### src/rtl/vram_arb_pkg.sv
// Shared types and constants for the VRAM port arbiter.
package vram_arb_pkg;

    // Which master issued a transfer; doubles as the read-return steering tag.
    typedef enum logic {
        M_DISPLAY = 1'b0,
        M_DMA     = 1'b1
    } master_id_t;

    // One slot of the read-return pipeline.
    typedef struct packed {
        logic       valid;
        master_id_t owner;
    } rd_tag_t;

    // Width of the m1 starvation counter.
    localparam int WAIT_W = 8;

endpackage

### src/rtl/rd_tag_pipe.sv
// Read-return tag shift register: a tag entering stage 0 on the grant edge
// appears at the output exactly DEPTH cycles later, matching the RAM read
// latency, so read data can be steered to the master that issued it.
module rd_tag_pipe
    import vram_arb_pkg::*;
#(
    parameter int DEPTH = 1
) (
    input  logic    clk,
    input  logic    rst,
    input  rd_tag_t tag_in,
    output rd_tag_t tag_out
);

    rd_tag_t stage_q [DEPTH];

    // Shift tags one stage per cycle; reset drops everything in flight.
    always_ff @(posedge clk) begin
        if (rst) begin
            for (int i = 0; i < DEPTH; i++) begin
                stage_q[i] <= '0;
            end
        end else begin
            stage_q[0] <= tag_in;
            for (int i = 1; i < DEPTH; i++) begin
                stage_q[i] <= stage_q[i-1];
            end
        end
    end

    assign tag_out = stage_q[DEPTH-1];

endmodule

### src/rtl/vram_port_arbiter.sv
// Two-master arbiter for the single VRAM port. Master 0 (display scanout) has
// fixed priority; master 1 (fill/blit DMA) is protected by a starvation
// counter and may lock the port for bursts. Read data returns RD_LATENCY
// cycles after the accepted read, steered to the issuing master.
//
// Handshake: a transfer happens in any cycle where mX_req && mX_gnt. The grant
// is combinational in the same cycle, there is no queue, and a requesting
// master holds req/addr/wr_ena/wr_data stable until it is granted. At most
// one master is granted per cycle.
module vram_port_arbiter
    import vram_arb_pkg::*;
#(
    parameter int ADDR_W     = 17,
    parameter int DATA_W     = 8,
    parameter int RD_LATENCY = 1,
    parameter int MAX_WAIT   = 15
) (
    input  logic              clk,
    input  logic              rst,
    input  logic              m0_req,
    input  logic              m0_wr_ena,
    input  logic [ADDR_W-1:0] m0_addr,
    input  logic [DATA_W-1:0] m0_wr_data,
    output logic              m0_gnt,
    output logic              m0_rd_valid,
    output logic [DATA_W-1:0] m0_rd_data,
    input  logic              m1_req,
    input  logic              m1_wr_ena,
    input  logic [ADDR_W-1:0] m1_addr,
    input  logic [DATA_W-1:0] m1_wr_data,
    input  logic              m1_lock,
    output logic              m1_gnt,
    output logic              m1_rd_valid,
    output logic [DATA_W-1:0] m1_rd_data,
    output logic              ram_wr_ena,
    output logic [ADDR_W-1:0] ram_addr,
    output logic [DATA_W-1:0] ram_wr_data,
    input  logic [DATA_W-1:0] ram_rd_data
);

    localparam logic [WAIT_W-1:0] WAIT_LIMIT = WAIT_W'(MAX_WAIT);

    logic              locked_q;
    logic [WAIT_W-1:0] wait_cnt;
    logic              gnt0;
    logic              gnt1;
    logic              granted;
    master_id_t        granted_id;
    logic              sel_wr_ena;
    logic [ADDR_W-1:0] sel_addr;
    logic [DATA_W-1:0] sel_wr_data;
    logic [ADDR_W-1:0] hold_addr_q;
    logic [DATA_W-1:0] hold_wr_data_q;
    rd_tag_t           tag_in;
    rd_tag_t           tag_out;

    // Priority chain: lock, then starvation guard, then display, then DMA.
    always_comb begin
        gnt0 = 1'b0;
        gnt1 = 1'b0;
        if (!rst) begin
            if (locked_q && m1_req) begin
                gnt1 = 1'b1;
            end else if ((wait_cnt == WAIT_LIMIT) && m1_req) begin
                gnt1 = 1'b1;
            end else if (m0_req) begin
                gnt0 = 1'b1;
            end else if (m1_req) begin
                gnt1 = 1'b1;
            end
        end
    end

    assign granted    = gnt0 || gnt1;
    assign granted_id = gnt1 ? M_DMA : M_DISPLAY;
    assign m0_gnt     = gnt0;
    assign m1_gnt     = gnt1;

    // Mux the winning master's transfer onto the RAM port.
    always_comb begin
        sel_wr_ena  = gnt1 ? m1_wr_ena  : m0_wr_ena;
        sel_addr    = gnt1 ? m1_addr    : m0_addr;
        sel_wr_data = gnt1 ? m1_wr_data : m0_wr_data;
        ram_wr_ena  = granted && sel_wr_ena;
        ram_addr    = granted ? sel_addr    : hold_addr_q;
        ram_wr_data = granted ? sel_wr_data : hold_wr_data_q;
    end

    // Remember the last driven address/data so an idle port does not toggle.
    always_ff @(posedge clk) begin
        if (rst) begin
            hold_addr_q    <= '0;
            hold_wr_data_q <= '0;
        end else if (granted) begin
            hold_addr_q    <= sel_addr;
            hold_wr_data_q <= sel_wr_data;
        end
    end

    // Count consecutive cycles m1 is kept waiting, saturating at the limit.
    always_ff @(posedge clk) begin
        if (rst) begin
            wait_cnt <= '0;
        end else if (!m1_req || gnt1) begin
            wait_cnt <= '0;
        end else if (wait_cnt != WAIT_LIMIT) begin
            wait_cnt <= wait_cnt + WAIT_W'(1);
        end
    end

    // Burst lock: taken on a locked m1 grant, released when m1 lets go.
    always_ff @(posedge clk) begin
        if (rst) begin
            locked_q <= 1'b0;
        end else if (gnt1 && m1_lock) begin
            locked_q <= 1'b1;
        end else if (!m1_req || !m1_lock) begin
            locked_q <= 1'b0;
        end
    end

    // Tag every accepted read with its owner; writes enter as empty slots.
    always_comb begin
        tag_in       = '0;
        tag_in.valid = granted && !sel_wr_ena;
        tag_in.owner = granted_id;
    end

    rd_tag_pipe #(
        .DEPTH (RD_LATENCY)
    ) u_rd_tag_pipe (
        .clk     (clk),
        .rst     (rst),
        .tag_in  (tag_in),
        .tag_out (tag_out)
    );

    assign m0_rd_valid = !rst && tag_out.valid && (tag_out.owner == M_DISPLAY);
    assign m1_rd_valid = !rst && tag_out.valid && (tag_out.owner == M_DMA);
    assign m0_rd_data  = ram_rd_data;
    assign m1_rd_data  = ram_rd_data;

endmodule

### config.mk
export PLATFORM = sky130hd
export DESIGN_NAME = vram_port_arbiter
export DESIGN_NICKNAME = d
export VERILOG_FILES = /design/src/rtl/vram_arb_pkg.sv /design/src/rtl/rd_tag_pipe.sv /design/src/rtl/vram_port_arbiter.sv
export SDC_FILE = /design/constraint.sdc
export NUM_CORES = 1
export LEC_CHECK = 0
export CAP_MARGIN = 0
export CELL_PAD_IN_SITES_DETAIL_PLACEMENT = 1
export CELL_PAD_IN_SITES_GLOBAL_PLACEMENT = 2
export CORE_MARGIN = 4
export CORE_UTILIZATION = 20
export CTS_CLUSTER_SIZE = 30
export DETAILED_ROUTE_END_ITERATION = 7
export PLACE_DENSITY_LB_ADDON = 0.1
export SYNTH_ARGS = -nofsm -noshare
export SYNTH_HDL_FRONTEND = slang
export SYNTH_SLANG_ARGS = --single-unit
export TNS_END_PERCENT = 100
### constraint.sdc
create_clock -name clk -period 3 [get_ports clk]
set_input_delay 0.9 -clock clk [delete_from_list [all_inputs] [get_ports clk]]
set_output_delay 0.9 -clock clk [all_outputs]
set_load 0.005 [all_outputs]
==> flow_summary.ini <==
[status]
status = finished clean

[final_layout]
area_growth_pct = 97.3
nets = 461
fin_util_pct = 40.7
drive_above_1_share_pct = 48.9
antennaDiodeCount = 0

[place]
gp_congestion = 0.733
hpwlAfterDp_um = 5420
numPortBuffers = 86
dpl_worst_slack_ns = -0.786

[critical_path]
reg2reg_slack_ns = 1.00
worstSetupStartpoint = wait_cnt[5]
criticalPathCategory = reg2out
arrival_ns = 2.09
cp.required_ns = 2.10
slowest_stage = or4_4
r2r-end = hold_wr_data_q[3]
start_kind = flop
worst-path-buf-inv = 4
timing.rr.start = wait_cnt[5]
rr_worst_depth = 8
crit_top_cell = buf_12
cp_cell_sequence = or4_4, o211ai_4, buf_12, buf_12, buf_8, nor2_4, nor3_2, buf_2
critPathTopFamily = simple AND/OR/NAND/NOR gates
max_stage_delay_ns = 0.56
critical_path.max_fanout = 8
critPathCaptureType = primary output

[logic_synthesis]
seq_area_frac_synth_pct = 37.7
ys_warn_count = 0
synth_cell_types = 28
synth_area_um2 = 1910
postSynthAreaPerCell_um2 = 8.00
ys_ff_latch = 36
synthCells = 239
synth_nets = 305

[power_and_ir_drop]
clkPwrFrac_pct = 28.9
seq_power_share_pct = 39.5
fin_total_pwr_mw = 1.31
p_int_mw = 0.954
switching_share_pct = 27.0
switching_power_mw = 0.353
power_density_nw_per_um2 = 346
p_leak_nw = 1.57
peakVddDrop_uv = 139
power_frac_comb_pct = 31.6

[route]
via_count = 2251
drcViolationCount = 0
antenna_left = 0
routedWlPerCell_um = 14.8
dr.pass1.iters = 4
routed_wl_um = 7750
viasPerCell = 4.30
drt_first_iter_violations = 40

[min_path]
timing.hold.worst.class = reg2reg
hold_start = wait_cnt[0]
min_to = wait_cnt[0]
min_path_cells = 1

[clock_network]
worstSkewPairLatency_ns = 0.29
hold_buffers = 0
cts_buffers = 5
clock-root-buffer = clkbuf_8
clock_path_buffers = 2
cts.sink_count = 36
h-tree-depth = 2
clk_pin_slew_worst_paths_ns = 0.07
cts_tree = yes

[timing]
max_freq_mhz = 335
rsz0062_at_grt = true
worst_pin_slew_ns = 0.371
fin_ws_ns = 0.0116
skew_ns = 0.00823
slew_headroom_pct = 75.1
setup_viol = 0
period_needed_ns = 2.99
finalHoldViolCount = 0
fin_tns_setup_ns = 0
maxSlewViolCount = 0
fin_crit_sh_pct = 99.6

[grt]
grt_pass1_vias = 2407
grt_usage_pct = 13.4
gr-total-overflow = 0
grt_pass1_wl_um = 12100
grt_max_degree = 25
grt_antenna_before_repair = 0

[floorplanning]
fp.dieArea_um2 = 11200
fp.dieH_um = 106
design.core.area_um2 = 9280
io_pins = 111
fp-row-count = 35
dieWidth_um = 106
start_util_pct = 20.6

[flow_run]
maxCapViolations = 0
-- power by group through the flow --
stage	clock network [mW]	logic [mW]	registers [mW]
after global placement	0	0.387	0.525
after CTS	0.399	0.407	0.516
after detailed placement	0	0.390	0.527
after global routing	0.415	0.452	0.519
after floorplan	0	0.148	0.524
final	0.378	0.413	0.516
-- logic make-up (layout without fill, tap and decap cells) --
| kind of cell | after synthesis | in the layout | share of synthesized area [%] |
|---|---|---|---|
| adders and majority gates | 1 | 1 | 0.654 |
| DFF | 36 | 36 | 37.7 |
| buffers and inverters | 32 | 188 | 10.4 |
| and+or+nand+nor | 157 | 157 | 45.4 |
| AOI/OAI and AO/OA | 7 | 7 | 3.14 |
| xor gates and xnor gates | 6 | 6 | 2.75 |
-- worst max path at each step --
stage,endpoint,slack (ns),cells past startpoint
2_1_floorplan,ram_addr[0],0.05,5
3_3_place_gp,ram_addr[6],-0.75,8
3_5_place_dp,ram_addr[6],-0.79,8
4_1_cts,ram_addr[6],-0.1,8
5_1_grt,ram_addr[6],-0.09,8
6_report,ram_addr[6],0.01,8
-- registers in the layout, summed over array words and instances, names as in the netlist --
signal and flops:
hold_addr_q 17, u_rd_tag_pipe.stage_q 2, wait_cnt 8, hold_wr_data_q 8, locked_q 1
-- layer usage --
layer | routed length [um] | vias to the layer above | track usage [%] | part of all wire, %
met3 | 497 | 7 | 4.41 | 6.4
met4 | 76 | 0 | 3.52 | 0.98
li1 | - | 1132 | - | -
met5 | 0 | - | 0 | 0
met2 | 3810 | 55 | 22.6 | 49
met1 | 3360 | 1057 | 16.5 | 43
-- placed cells by master (no fill, tap or decap), types with 2 or more instances in the layout --
cell type,count
clkdlybuf4s15_2,2
nor4_1,8
clkdlybuf4s50_1,55
clkbuf_8,7
clkbuf_16,2
buf_2,26
nor2_4,3
nor4_2,18
nor2_1,49
nand2_1,4
dlygate4sd2_1,2
xor2_1,2
and3_1,3
inv_1,3
nor2_2,9
buf_6,12
nor2b_4,2
dfxtp_2,2
nor3_2,24
nor3_1,26
a21oi_1,2
nand3_1,4
dfxtp_1,34
buf_4,73
buf_12,5
xnor2_1,4
-- per-stage QoR --
stage | hold WS [ns] | instance area, um2 | cells
2_1_floorplan | 0.418 | 1910 | 239
3_3_place_gp | 0.427 | 3370 | 502
3_5_place_dp | 0.446 | 3370 | 502
4_1_cts | 0.464 | 3700 | 521
5_1_grt | 0.505 | 3770 | 524
6_report | 0.457 | 3770 | 524
-- repair_timing --
| action | in CTS | in global routing |
|---|---|---|
| endpoints found under the setup margin | 29 | 27 |
| buffers inserted | 11 | 5 |
| endpoints found under the hold margin | 0 | 0 |
| gates resized for setup | 150 | 33 |
| cloned | 1 | 2 |
| pin swaps | 18 | 18 |
-- synthesized netlist by cell type --
master | instances | area, um2
inv_1 | 3 | 11.3
dfxtp_1 | 36 | 721
nand2b_1 | 1 | 6.26
nand4_1 | 1 | 6.26
nand4b_1 | 1 | 8.76
ha_1 | 1 | 12.5
a21boi_2 | 1 | 11.3
or4_4 | 1 | 11.3
and3_1 | 3 | 18.8
nor4_1 | 9 | 56.3
buf_8 | 1 | 15.0
xor2_1 | 2 | 17.5
nor3_1 | 51 | 255
a21boi_0 | 1 | 7.51
o211ai_4 | 1 | 21.3
o21ai_0 | 2 | 10.0
and3b_1 | 1 | 8.76
nor2_1 | 61 | 229
a21oi_1 | 2 | 10.0
clkbuf_1 | 11 | 41.3
nor4_2 | 17 | 213
nand3_1 | 4 | 20.0
buf_6 | 1 | 11.3
nor2b_1 | 2 | 12.5
xnor2_1 | 4 | 35.0
buf_4 | 16 | 120
nor3b_1 | 1 | 7.51
nand2_1 | 4 | 15.0
-- worst reg2reg max path, cell delays in order, from the launching register on --
cell,delay [ns]
dfxtp_2,0.32
or4_4,0.56
o211ai_4,0.25
buf_6,0.16
buf_6,0.11
nor2_4,0.03
buf_4,0.12
buf_4,0.12
nor4_2,0.24
-- layout make-up --
class / count / area, um2
clock buffers: 7 / 96.3
well taps: 129 / 161
multi-input cells: 171 / 1210
flip-flops and latches: 36 / 723
inverters: 3 / 11.3
fillers: 1123 / 5510
repair buffers: 178 / 1570
(Power assumes the default switching activity.)
